## src/rtl/axi_lite_reg_slave.sv

```systemverilog
// AXI-Lite responder backed by a bank of NUM_REGS byte-writable registers.
// AW and W are latched independently; every register is also exported on regs_o.
module axi_lite_reg_slave #(
  parameter int unsigned ADDR_WIDTH = 32,
  parameter int unsigned DATA_WIDTH = 32,
  parameter int unsigned NUM_REGS   = 16
) (
  input  logic                           aclk,
  input  logic                           aresetn,
  input  logic [ADDR_WIDTH-1:0]          aw_addr,
  input  logic                           aw_valid,
  output logic                           aw_ready,
  input  logic [DATA_WIDTH-1:0]          w_data,
  input  logic [DATA_WIDTH/8-1:0]        w_strb,
  input  logic                           w_valid,
  output logic                           w_ready,
  output logic [1:0]                     b_resp,
  output logic                           b_valid,
  input  logic                           b_ready,
  input  logic [ADDR_WIDTH-1:0]          ar_addr,
  input  logic                           ar_valid,
  output logic                           ar_ready,
  output logic [DATA_WIDTH-1:0]          r_data,
  output logic [1:0]                     r_resp,
  output logic                           r_valid,
  input  logic                           r_ready,
  output logic [NUM_REGS*DATA_WIDTH-1:0] regs_o
);
  localparam int unsigned STRB_WIDTH = DATA_WIDTH / 8;
  localparam int unsigned OFS        = $clog2(STRB_WIDTH);
  localparam int unsigned IDX_WIDTH  = $clog2(NUM_REGS);
  localparam logic [1:0]  RESP_OKAY   = 2'b00;
  localparam logic [1:0]  RESP_SLVERR = 2'b10;

  logic [DATA_WIDTH-1:0] regs [NUM_REGS];
  logic                  init_done;
  logic                  aw_hold;
  logic                  w_hold;
  logic [ADDR_WIDTH-1:0] aw_addr_q;
  logic [DATA_WIDTH-1:0] w_data_q;
  logic [STRB_WIDTH-1:0] w_strb_q;

  logic                  aw_fire;
  logic                  w_fire;
  logic                  ar_fire;
  logic                  commit;
  logic [ADDR_WIDTH-1:0] wr_addr;
  logic [DATA_WIDTH-1:0] wr_data;
  logic [STRB_WIDTH-1:0] wr_strb;
  logic [IDX_WIDTH-1:0]  wr_idx;
  logic [IDX_WIDTH-1:0]  rd_idx;
  logic                  wr_in_range;
  logic                  rd_in_range;

  assign aw_ready = init_done & ~aw_hold & ~b_valid;
  assign w_ready  = init_done & ~w_hold & ~b_valid;
  assign ar_ready = init_done & ~r_valid;

  assign aw_fire = aw_valid & aw_ready;
  assign w_fire  = w_valid & w_ready;
  assign ar_fire = ar_valid & ar_ready;

  // A held beat takes precedence; otherwise the beat handshaking this edge is used.
  always_comb begin
    wr_addr     = aw_hold ? aw_addr_q : aw_addr;
    wr_data     = w_hold ? w_data_q : w_data;
    wr_strb     = w_hold ? w_strb_q : w_strb;
    commit      = (aw_hold | aw_fire) & (w_hold | w_fire) & ~b_valid;
    wr_idx      = wr_addr[OFS +: IDX_WIDTH];
    rd_idx      = ar_addr[OFS +: IDX_WIDTH];
    wr_in_range = (wr_addr >> (OFS + IDX_WIDTH)) == '0;
    rd_in_range = (ar_addr >> (OFS + IDX_WIDTH)) == '0;
  end

  always_comb begin
    regs_o = '0;
    for (int unsigned i = 0; i < NUM_REGS; i++) begin
      regs_o[i*DATA_WIDTH +: DATA_WIDTH] = regs[i];
    end
  end

  always_ff @(posedge aclk or negedge aresetn) begin
    if (!aresetn) begin
      for (int unsigned i = 0; i < NUM_REGS; i++) begin
        regs[i] <= '0;
      end
    end else if (commit && wr_in_range) begin
      for (int unsigned b = 0; b < STRB_WIDTH; b++) begin
        if (wr_strb[b]) begin
          regs[wr_idx][b*8 +: 8] <= wr_data[b*8 +: 8];
        end
      end
    end
  end

  always_ff @(posedge aclk or negedge aresetn) begin
    if (!aresetn) begin
      init_done <= 1'b0;
      aw_hold   <= 1'b0;
      w_hold    <= 1'b0;
      aw_addr_q <= '0;
      w_data_q  <= '0;
      w_strb_q  <= '0;
      b_valid   <= 1'b0;
      b_resp    <= RESP_OKAY;
    end else begin
      init_done <= 1'b1;
      if (commit) begin
        aw_hold <= 1'b0;
        w_hold  <= 1'b0;
        b_valid <= 1'b1;
        b_resp  <= wr_in_range ? RESP_OKAY : RESP_SLVERR;
      end else begin
        if (aw_fire) begin
          aw_hold   <= 1'b1;
          aw_addr_q <= aw_addr;
        end
        if (w_fire) begin
          w_hold   <= 1'b1;
          w_data_q <= w_data;
          w_strb_q <= w_strb;
        end
        if (b_valid && b_ready) begin
          b_valid <= 1'b0;
        end
      end
    end
  end

  // Reads sample regs before this edge's commit lands, so same-edge reads see old data.
  always_ff @(posedge aclk or negedge aresetn) begin
    if (!aresetn) begin
      r_valid <= 1'b0;
      r_data  <= '0;
      r_resp  <= RESP_OKAY;
    end else if (ar_fire) begin
      r_valid <= 1'b1;
      r_data  <= rd_in_range ? regs[rd_idx] : '0;
      r_resp  <= rd_in_range ? RESP_OKAY : RESP_SLVERR;
    end else if (r_valid && r_ready) begin
      r_valid <= 1'b0;
    end
  end
endmodule

```

## config.mk

```make
export PLATFORM = sky130hd
export DESIGN_NAME = axi_lite_reg_slave
export DESIGN_NICKNAME = d
export VERILOG_FILES = /design/src/rtl/axi_lite_reg_slave.sv
export SDC_FILE = /design/constraint.sdc
export NUM_CORES = 1
export LEC_CHECK = 0
export CORE_MARGIN = 5
export CORE_UTILIZATION = 40
export DETAILED_ROUTE_END_ITERATION = 7
export GPL_ROUTABILITY_DRIVEN = 0
export HOLD_SLACK_MARGIN = 0.15
export PLACE_DENSITY_LB_ADDON = 0.25
export SETUP_SLACK_MARGIN = 0.3
export SYNTH_ARGS = -nofsm -noshare
export SYNTH_HDL_FRONTEND = slang
export SYNTH_SLANG_ARGS = --single-unit
export TNS_END_PERCENT = 1
```

## constraint.sdc

```tcl
create_clock -name aclk -period 5.6 [get_ports aclk]
set_input_delay 0.84 -clock aclk [delete_from_list [all_inputs] [get_ports aclk]]
set_output_delay 0.84 -clock aclk [all_outputs]
set_load 0.03 [all_outputs]
```

==> flow_summary.yaml, run 1 <==
run_status:
  outcome: "finished clean"
detailed_routing:
  dr.pass1.iters: 4
  drt_first_iter_violations: 1105
  drc: 0
  wl_per_cell_um: 29.6
  route.antenna.remaining_nets: 0
  num_vias: 19700
  routed_wl_um: 103000
  viasPerCell: 5.68
sta:
  post-route-min-period_ps: 3900
  worst_pin_slew_ps: 1260
  fmax_mhz: 256
  grt_setup_unrepaired: "false"
  clock_skew_ps: 29.2
  slew_viol_final: 0
  setup_violations: 0
  fin_hold_ws_ps: 335
  relSlewSlack_pct: 16.0
  finalCritPeriodShare_pct: 69.6
  final_hold_viol_count: 0
  tns_ps: 0
power_and_ir_drop:
  power_density_mw_per_mm2: 282
  power_leakage_nw: 16.9
  ir_worst_vdd_mv: 0.182
logic_synthesis:
  syn_area_sq_mm: 0.0291
  postSynthAreaPerCell_sq_um: 16.3
  async_flop_share_pct: 100
  synth_flop_cell: "dfrtp_1"
  synth_warnings: 0
  synth_seq_cells: 617
  yosysTopAreaCellShare_pct: 53.1
  synth.lib_cells_used.distinct: 38
  synth_edf_count: 0
  synth_common_cells: "dfrtp_1 (617), mux2_2 (564), mux4_2 (128), clkbuf_1 (78)"
  synthTopCellsByArea: "dfrtp_1 (53%), mux2_2 (22%), mux4_2 (9.9%)"
  yosysSeqAreaShare_pct: 53.1
  synth_most_common_cell: "dfrtp_1"
  syn_inst: 1781
  yosysTopAreaCell: "dfrtp_1"
clocking:
  cts_tree: "done"
  ctsHoldBuffers: 0
  cts.sinks: 617
  clk_pin_slew_worst_paths_ps: 60
  post_cts_buffers: 0
  cts_root_buf: "clkbuf_16"
  clock_latency_ps: 600
  numCtsBuffers: 70
  clock_path_buffers: 3
  cts-htree-levels: 3
  cts_resized: 0
global_routing:
  use_met3_pct: 6.55
  grt_util_met1_pct: 31.5
  globalRouteTotalUtil_pct: 25.5
  grt_overflow: 0
  antenna_found_initial: 12
  gr-max-usage-layer: "met2"
  grtUsageMet2_pct: 43.8
  grt_max_degree: 132
  grt_pass1_vias: 20900
  grt_first_pass_wirelength_um: 148000
worst_setup_path:
  worstPathCellList: "clkdlybuf4s50_1, nor4_1, nand4_1, or4_4, buf_12, a2111oi_4, mux2_2"
  path_delay_family: "simple AND/OR/NAND/NOR gates"
  crit_path_start_kind: "primary input"
  crit_required_ps: 6070
  cp_data_arrival_time_ps: 4370
  end_kind: "flop"
  path_class: "in2reg"
  path_buf_inv: 2
  slowest_stage: "a2111oi_4"
  cpPeakStageDelay_ps: 1010
  crit_fanout: 44
floorplanning:
  core-area_sq_mm: 0.0726
  initial_core_util_pct: 40.1
  die_w_um: 280
  dieArea_sq_mm: 0.0782
  fp-row-count: 99
  num_io_pins: 660
  die_h_um: 280
cells_and_area:
  finish.net_count: 2551
  area_delta_synth_final_pct: 35.0
  fillers: 5908
  drive_gt1_share_pct: 39.0
run:
  maxCapViolations: 0
hold_path:
  hp-class: "in2async"
placement:
  dpl.hpwl_um: 70700
  portBuffers: 653
[power by group]
group          internal (mW)  switching (mW)
Combinational          0.518           0.959
Clock                   2.82            1.87
Sequential              4.71           0.193
[stage by stage]
stage	utilization, %	instances	cell area (sq um)	power [mW]	setup WS (ps)
global placement	50.9	3331	36900	6.39	1070
finish	54.1	3465	39300	11.1	1700
detailed placement	50.9	3331	36900	6.46	1070
CTS	54.1	3455	39300	11.2	1690
global route	54.1	3460	39300	11.5	1530
floorplan	-	1782	29100	5.90	2460
[cells in the final DEF, fill, tap and decap left out, types with 4 or more instances in the layout]
| cell type | Yosys | layout |
|---|---|---|
| diode_2 | 0 | 10 |
| bufinv_16 | 0 | 6 |
| a22oi_1 | 64 | 64 |
| buf_12 | 0 | 7 |
| inv_1 | 7 | 7 |
| a2111oi_4 | 64 | 64 |
| a21oi_1 | 6 | 6 |
| or3_1 | 5 | 5 |
| o32ai_1 | 4 | 4 |
| mux2_2 | 564 | 564 |
| mux2_4 | 32 | 32 |
| buf_4 | 6 | 56 |
| clkinv_2 | 0 | 8 |
| nor2_1 | 10 | 9 |
| dfrtp_1 | 617 | 616 |
| nor3_1 | 4 | 4 |
| nor4_1 | 13 | 12 |
| o22ai_1 | 4 | 4 |
| clkbuf_1 | 78 | 16 |
| nand2b_1 | 4 | 4 |
| mux2i_1 | 6 | 6 |
| mux4_2 | 128 | 128 |
| clkdlybuf4s50_1 | 0 | 650 |
| mux2_1 | 12 | 12 |
| nand4_1 | 4 | 4 |
| clkbuf_16 | 0 | 71 |
| clkbuf_8 | 0 | 15 |
| a22o_1 | 32 | 32 |
| nand2_1 | 55 | 54 |
[area by class of cell]
type                       count  area, sq um  area share, %
clock inverter                22          302          0.768
clock buffer                 102         2040           5.20
multi-input combinational   1032        13100           33.4
sequential                   617        15400           39.3
timing repair buffer         716         7110           18.1
tap                          959         1200           3.05
antenna                       10         25.0         0.0637
inverter                       7         26.3         0.0669
[final timing paths]
check	depth (start not counted)	startpoint	endpoint	slack, ps
setup / recovery	7	aw_addr[14]	regs_o[45]	1700
hold / removal	1	aresetn	regs_o[309]	330
setup reg to reg	6	aw_hold	regs_o[45]	1730
hold reg to reg	1	w_data_q[5]	w_data_q[5]	500
max in group asynchronous	3	aresetn	regs_o[211]	3790
min in group aclk	1	w_data_q[5]	w_data_q[5]	500
[metal layers]
| metal | share of wire, % | up-vias |
|---|---|---|
| li1 | - | 8192 |
| met1 | 39 | 10500 |
| met2 | 50 | 766 |
| met3 | 7.4 | 213 |
| met4 | 3.8 | 10 |
| met5 | 0.060 | - |
[flip-flops by register name (all words and copies together), names as in the netlist]
| name | count |
|---|---|
| w_data_q | 32 |
| b_resp | 1 |
| r_data | 32 |
| b_valid | 1 |
| r_resp | 1 |
| w_hold | 1 |
| aw_hold | 1 |
| init_done | 1 |
| w_strb_q | 4 |
| aw_addr_q | 30 |
| r_valid | 1 |
| regs_o | 512 |
[logic make-up after synthesis]
kind of cell	count (synthesis)	share of synthesized area, %
other	2	0.0258
and+or+nand+nor	108	1.79
AOI/OAI and AO/OA	179	9.08
buffers and inverters	133	1.99
muxes	742	34.1
DFF	617	53.1
No activity file was read; power rests on OpenSTA's default activity.
==> run 2: changes to the inputs <==
Clock period 5.6 ns to 3.8 ns, I/O delays scaled along.
==> run 2 against run 1 <==
- design area rose by 1.3%
- setup slack lost 1200 ps
- sequential share of layout area fell by 0.51 points
- non-clock buffer count rose by 58
- flip-flop and latch count unchanged
- die area unchanged
- critical path type is now reg2reg
- largest cell class unchanged
- highest routed layer unchanged
==> flow_summary.yaml, run 2 (same netlist as run 1, synthesis figures left out) <==
run_status:
  outcome: "finished clean"
detailed_routing:
  dr.pass1.iters: 5
  drt_first_iter_violations: 1233
  route.antenna.remaining_nets: 0
  drc: 0
  num_vias: 19900
  wl_per_cell_um: 29.5
  viasPerCell: 5.65
  routed_wl_um: 104000
worst_setup_path:
  end_kind: "flop"
  path_delay_family: "simple AND/OR/NAND/NOR gates"
  r2r_start: "aw_hold"
  crit_required_ps: 4290
  r2r_end: "regs_o[29]"
  crit_fanout: 65
  cpPeakStageDelay_ps: 740
  worstPathCellList: "or4b_1, nor3_1, nand4_1, buf_12, a2111oi_4, buf_4, mux2_2"
  worstRegToRegCells: 7
  crit_path_start_kind: "flop"
  slowest_stage: "dfrtp_1"
  cp_data_arrival_time_ps: 3820
  path_buf_inv: 2
  path_class: "reg2reg"
  rrSetupSlack_ps: 470
sta:
  fmax_mhz: 300
  post-route-min-period_ps: 3330
  relSlewSlack_pct: 33.3
  finalCritPeriodShare_pct: 87.7
  grt_setup_unrepaired: "false"
  slew_viol_final: 0
  setup_violations: 0
  worst_pin_slew_ps: 1000
  clock_skew_ps: 24.2
  final_hold_viol_count: 0
  tns_ps: 0
clocking:
  cts_resized: 0
  clock_latency_ps: 610
  cts.sinks: 617
  clk_pin_slew_worst_paths_ps: 60
  cts-htree-levels: 3
  post_cts_buffers: 0
  ctsHoldBuffers: 1
  clock_path_buffers: 3
  numCtsBuffers: 70
  cts_root_buf: "clkbuf_16"
  cts_tree: "done"
placement:
  portBuffers: 653
  dp_cells: 3388
  dpl.hpwl_um: 72900
hold_path:
  holdPathEnd: "w_data_q[14]"
  hold_start: "w_data_q[14]"
  holdPathStages: 1
  hp-class: "reg2reg"
run:
  maxCapViolations: 0
floorplanning:
  fp-row-count: 99
  die_h_um: 280
  num_io_pins: 660
  dieArea_sq_mm: 0.0782
  die_w_um: 280
  initial_core_util_pct: 40.1
  core-area_sq_mm: 0.0726
cells_and_area:
  area_delta_synth_final_pct: 36.8
  final_common_cell: "clkdlybuf4s50_1"
  multi_input_area_sq_mm: 0.0131
  fin_cells: 3524
  finish.net_count: 2609
  fillers: 5864
  drive_gt1_share_pct: 40.3
  final_core_util_pct: 54.8
  seq_area_sq_mm: 0.0154
  final_cell_mix: "clkdlybuf4s50_1 (650), dfrtp_1 (616), mux2_2 (564)"
  largest_reg_flops: 512
power_and_ir_drop:
  power_density_mw_per_mm2: 404
  power_leakage_nw: 17.2
  ir_worst_vdd_mv: 0.265
  total_power_mw: 16.1
global_routing:
  grt_pass1_vias: 21500
  grt_max_degree: 105
  globalRouteTotalUtil_pct: 26.0
  grt_first_pass_wirelength_um: 151000
  grt_overflow: 0
  antenna_found_initial: 14
-- run 2: per-stage QoR --
step	setup WS, ps	hold WS, ps	cell area [sq um]
floorplan	931	274	29100
global placement	189	480	37500
detailed placement	132	487	37500
CTS	498	472	39800
global route	367	513	39800
finish	467	502	39800
-- run 2: power by group --
part | switching [mW] | internal (mW) | total [mW]
Sequential | 0.257 | 6.94 | 7.20
Clock | 2.83 | 3.81 | 6.64
Combinational | 1.45 | 0.794 | 2.25
-- run 2: final cells by class --
type / count / area share (%)
antenna: 9 / 0.0566
tap: 959 / 3.01
timing repair buffer: 774 / 19.4
inverter: 7 / 0.0660
sequential: 617 / 38.8
multi-input combinational: 1032 / 33.0
clock inverter: 25 / 0.578
clock buffer: 101 / 5.08
-- run 2: per-layer routing --
| metal | part of all wire [%] | global-route usage [%] |
|---|---|---|
| met1 | 38 | 31.6 |
| met2 | 50 | 44.4 |
| met3 | 8.2 | 7.63 |
| met4 | 3.1 | 8.76 |
| met5 | 0.078 | 0 |
-- run 2: worst max path at each step --
stage,cells after the start,slack (ps),to,start
final,7,470,regs_o[29],aw_hold
after global routing,7,370,regs_o[29],aw_hold
after CTS,7,500,regs_o[286],aw_hold
after detailed placement,8,130,regs_o[342],aw_addr[15]
after global placement,8,190,regs_o[340],aw_addr[14]
after floorplan,8,930,regs_o[100],aw_addr[14]
